--- src/rtl/mul_sched.sv ---
// Two-requester scheduler sharing one signed 32x32->64 multiplier.
// Round-robin grant, operands held WAIT_CYC cycles, product returned on a valid/ready response port.
module mul_sched #(
    parameter int WAIT_CYC = 1
) (
    input  logic        clk,
    input  logic        rst,
    input  logic        req0_valid,
    output logic        req0_ready,
    input  logic [31:0] req0_a,
    input  logic [31:0] req0_b,
    input  logic        req1_valid,
    output logic        req1_ready,
    input  logic [31:0] req1_a,
    input  logic [31:0] req1_b,
    output logic        rsp_valid,
    input  logic        rsp_ready,
    output logic        rsp_id,
    output logic [63:0] rsp_product,
    output logic        busy
);

    // Request and response ports: a transfer happens in a cycle where valid and
    // ready are both high; requesters hold valid and operands until ready, and
    // rsp_valid/rsp_id/rsp_product stay stable until rsp_ready.

    typedef enum logic [1:0] {
        IDLE = 2'd0,
        EXEC = 2'd1,
        RESP = 2'd2
    } state_t;

    state_t             state;
    state_t             state_next;
    logic               last_grant;
    logic               grant;
    logic               accept;
    logic [3:0]         cnt;
    logic signed [31:0] op_a;
    logic signed [31:0] op_b;
    logic               op_id;
    logic signed [63:0] mul_out;

    // The only multiplier; fed exclusively from the operand registers.
    assign mul_out = op_a * op_b;

    always_comb begin
        state_next = state;
        req0_ready = 1'b0;
        req1_ready = 1'b0;
        // A lone requester wins; on a tie the one not granted last wins.
        if (req0_valid && req1_valid) begin
            grant = ~last_grant;
        end else begin
            grant = req1_valid;
        end
        case (state)
            IDLE: begin
                if (!rst) begin
                    req0_ready = req0_valid && !grant;
                    req1_ready = req1_valid && grant;
                    if (req0_valid || req1_valid) begin
                        state_next = EXEC;
                    end
                end
            end
            EXEC: begin
                if (cnt == 4'd1) begin
                    state_next = RESP;
                end
            end
            RESP: begin
                if (rsp_ready) begin
                    state_next = IDLE;
                end
            end
            default: state_next = IDLE;
        endcase
    end

    assign accept    = req0_ready || req1_ready;
    assign rsp_valid = (state == RESP);
    assign busy      = (state != IDLE);

    always_ff @(posedge clk) begin
        if (rst) begin
            state <= IDLE;
        end else begin
            state <= state_next;
        end
    end

    always_ff @(posedge clk) begin
        if (rst) begin
            last_grant  <= 1'b1;
            cnt         <= 4'd0;
            op_a        <= '0;
            op_b        <= '0;
            op_id       <= 1'b0;
            rsp_product <= '0;
            rsp_id      <= 1'b0;
        end else begin
            if (accept) begin
                op_a       <= grant ? req1_a : req0_a;
                op_b       <= grant ? req1_b : req0_b;
                op_id      <= grant;
                last_grant <= grant;
                cnt        <= 4'(WAIT_CYC);
            end else if (state == EXEC) begin
                cnt <= cnt - 4'd1;
            end
            // Last EXEC cycle: capture the product; it then holds until the next capture.
            if (state == EXEC && cnt == 4'd1) begin
                rsp_product <= mul_out;
                rsp_id      <= op_id;
            end
        end
    end

endmodule

--- config.mk ---
export PLATFORM = sky130hd
export DESIGN_NAME = mul_sched
export DESIGN_NICKNAME = d
export VERILOG_FILES = /design/src/rtl/mul_sched.sv
export SDC_FILE = /design/constraint.sdc
export NUM_CORES = 2
export LEC_CHECK = 0
export ABC_AREA = 1
export CAP_MARGIN = 20
export CORE_MARGIN = 8
export CORE_UTILIZATION = 35
export CTS_BUF_LIST = sky130_fd_sc_hd__clkbuf_4 sky130_fd_sc_hd__clkbuf_8
export DETAILED_ROUTE_END_ITERATION = 12
export SYNTH_ARGS = -nofsm -noshare
export SYNTH_HDL_FRONTEND = slang
export SYNTH_SLANG_ARGS = --single-unit
--- constraint.sdc ---
create_clock -name clk -period 7.61 [get_ports clk]
set_clock_uncertainty 0.1 [all_clocks]
set_input_delay 1.522 -clock clk [delete_from_list [all_inputs] [get_ports clk]]
set_output_delay 1.522 -clock clk [all_outputs]
set_load 0.005 [all_outputs]
==> results.cfg <==
[setup_path]
path_cells = buf_12 -> nand2_1 -> fa_1 -> inv_1 -> fa_1 -> fa_1 -> inv_1 -> fa_1 -> inv_1 -> fa_1 -> fa_1 -> fa_1 -> fa_1 -> ha_1 -> nand2_1 -> nor2_1 -> nand2_1 -> nor2_1 -> o21ai_0 -> nand4_1 -> nand3_1 -> nand2_1 -> inv_1
crit_path_start_kind = register
cp.required_ns = 7.98
endpoint_kind = register
regToRegSetupSlack_ns = 0.25
cpPeakStageDelay_ns = 0.62
path_class = reg -> reg
ff2ff_path_depth = 23
worstPathArrival_ns = 7.72
crit_slowest_cell = fa_1
critPathMaxFanout = 31
cpMostUsedCell = fa_1

[synthesis]
synthesis.area_sq_mm = 0.0447
netlist_instances = 5895
yosys.area.top_type = fa_1
synth_cell_type_count = 37
synth_area_leaders = fa_1 48%, inv_1 15%, nand2_1 14%
synthArstFlopShare_pct = 0
synth_edf_count = 0
syn-mean-instance-area_sq_um = 7.58
ys_seq_area_share_pct = 6.14
ys_ff_latch = 137
yosys.cell_count.top_type = inv_1
yosys_warnings = 0
yosys.area.top_type_share_pct = 48.5
ys_dominant_reg_cell = dfxtp_1
synth_common_cells = 1,796 x inv_1, 1,663 x nand2_1, 1,082 x fa_1
syn_nets = 7296

[layout]
num-fill-cells = 13100
drive_gt1_share_pct = 5.66
seqCellArea_sq_mm = 0.00276
syn_to_final_growth_pct = 12.7
multi_input_area_sq_mm = 0.0341
layout.nets = 7426

[timing]
tightestPinTransition_ns = 0.763
slew_violations = 0
fin_crit_ns = 7.36
worst_slack_ns = 0.254
hold_viol = 0
setup_violations = 0
post-route-period-util_pct = 96.7
slew_headroom_pct = 49.2
rsz0062_at_grt = false
fmax_mhz = 136

[floorplanning]
core-area_sq_mm = 0.127
num_rows = 131
die_h_um = 373
start_util_pct = 35.1
dieArea_sq_mm = 0.139
io_pins = 202
fp.dieW_um = 373

[route]
antenna_left = 0
drt_pass1_iterations = 6
wl_um = 134000
drt-initial-drc-count = 2401
wl_per_cell_um = 17.5
vias_per_cell = 4.70
drc_errors = 0
vias = 36200

[grt]
grt_pass1_wl_um = 219000
grt_max_degree = 71
overflow = 0
antenna_found_initial = 2
grt_pass1_vias = 39400
grt_usage_pct = 19.8

[place]
place_hpwl_um = 115000
preCtsSetupSlack_ns = 0.00715
gp_congestion = 0.983
port-buffer-count = 201

[run_status]
status = finished, final reports clean

[clock_tree]
cts_sinks = 137
h-tree-depth = 4
cts_buffer_depth = 2
ctsRootBufferMaster = clkbuf_8
cts_resized = 1
cts_tree = done
clk_pin_slew_ns = 0.09
cts_buffers = 17
post_cts_buffers = 0
cts_hold_buf = 0
clock_latency_ns = 0.59

[power]
irDropWorstVdd_uv = 399
p_total_uw = 12800
p_leak_uw = 0.0293
cellPowerDensity_mw_per_mm2 = 255

[flow_run]
cap_viol_max_count = 0

[worst_hold_path]
hold_path_depth = 2
hp-class = reg -> reg
## sequential cells by signal, indices dropped and copies added (netlist names)
name,flops
op_b,32
state,2
cnt,4
rsp_product,64
last_grant,1
op_a,32
op_id,1
rsp_id,1
## cell type report
| class | count | area share, % |
|---|---|---|
| Sequential cell | 137 | 5.47 |
| Multi-Input combinational cell | 3654 | 67.6 |
| Tap cell | 1662 | 4.13 |
| Antenna cell | 1 | 0.00497 |
| Clock inverter | 14 | 0.412 |
| Timing Repair Buffer | 409 | 8.46 |
| Clock buffer | 18 | 0.492 |
| Inverter | 1806 | 13.5 |
## cells by family (layout without fill, tap and decap cells)
family | Yosys count | count (layout) | share of synthesized area (%)
buffers and inverters | 2104 | 2247 | 17.8
other | 0 | 1 | 0
adders and majority gates | 1268 | 1268 | 53.7
xor gates and xnor gates | 30 | 30 | 0.588
DFF | 137 | 137 | 6.14
AOI/OAI and AO/OA | 272 | 272 | 3.33
and+or+nand+nor | 2084 | 2084 | 18.5
## through the flow
step	area, sq um	instances	TNS [ns]	hold WS [ns]	utilization (%)
after global placement	49900	7668	-0.0760	0.356	39.2
final	50400	7701	0	0.382	39.6
after global routing	50400	7701	0	0.404	39.6
after detailed placement	49900	7668	0	0.356	39.2
after CTS	50300	7700	0	0.383	39.6
after floorplan	44700	5895	0	0.333	-
## routing by layer
| layer | track usage [%] | vias to the layer above | share of wire, % |
|---|---|---|---|
| met4 | 6.50 | 0 | 3.3 |
| met2 | 36.0 | 966 | 51 |
| met3 | 2.05 | 192 | 4.8 |
| met1 | 24.4 | 18400 | 41 |
| li1 | - | 16600 | - |
| met5 | 0 | - | 0 |
## path summary, 6_finish.rpt
path	endpoint	start
max	rsp_product[45]	op_b[6]
min	cnt[1]	cnt[1]
max reg2reg	rsp_product[45]	op_b[6]
min reg2reg	cnt[1]	cnt[1]
## critical path, delay by kind of cell, from the launching register on
kind / cells / cell delay (ns)
adders and majority gates: 9 / 4.51
buffers and inverters: 5 / 0.46
AOI/OAI and AO/OA: 1 / 0.27
DFF: 1 / 0.52
and+or+nand+nor: 8 / 1.43
## report_power, final
part,internal [uW],switching [uW],leakage (uW)
combinational,4400,6810,0.0279
clock,374,386,0.000224
sequential,795,88.3,0.00113
total,5570,7280,0.0293
## cell usage in the layout (no fill, tap or decap), drive strengths merged, types with 4 or more instances in the layout
master	n
a21oi	68
a31oi	65
buf	209
bufinv	4
clkbuf	18
clkdlybuf4s50	200
dfxtp	137
fa	1082
ha	186
inv	1812
nand2	1680
nand3	104
nand4	21
nor2	248
nor3	14
o211ai	5
o21ai	121
o21bai	9
or2	11
xnor2	6
xor2	24
Power figures use the tool's default switching activity.
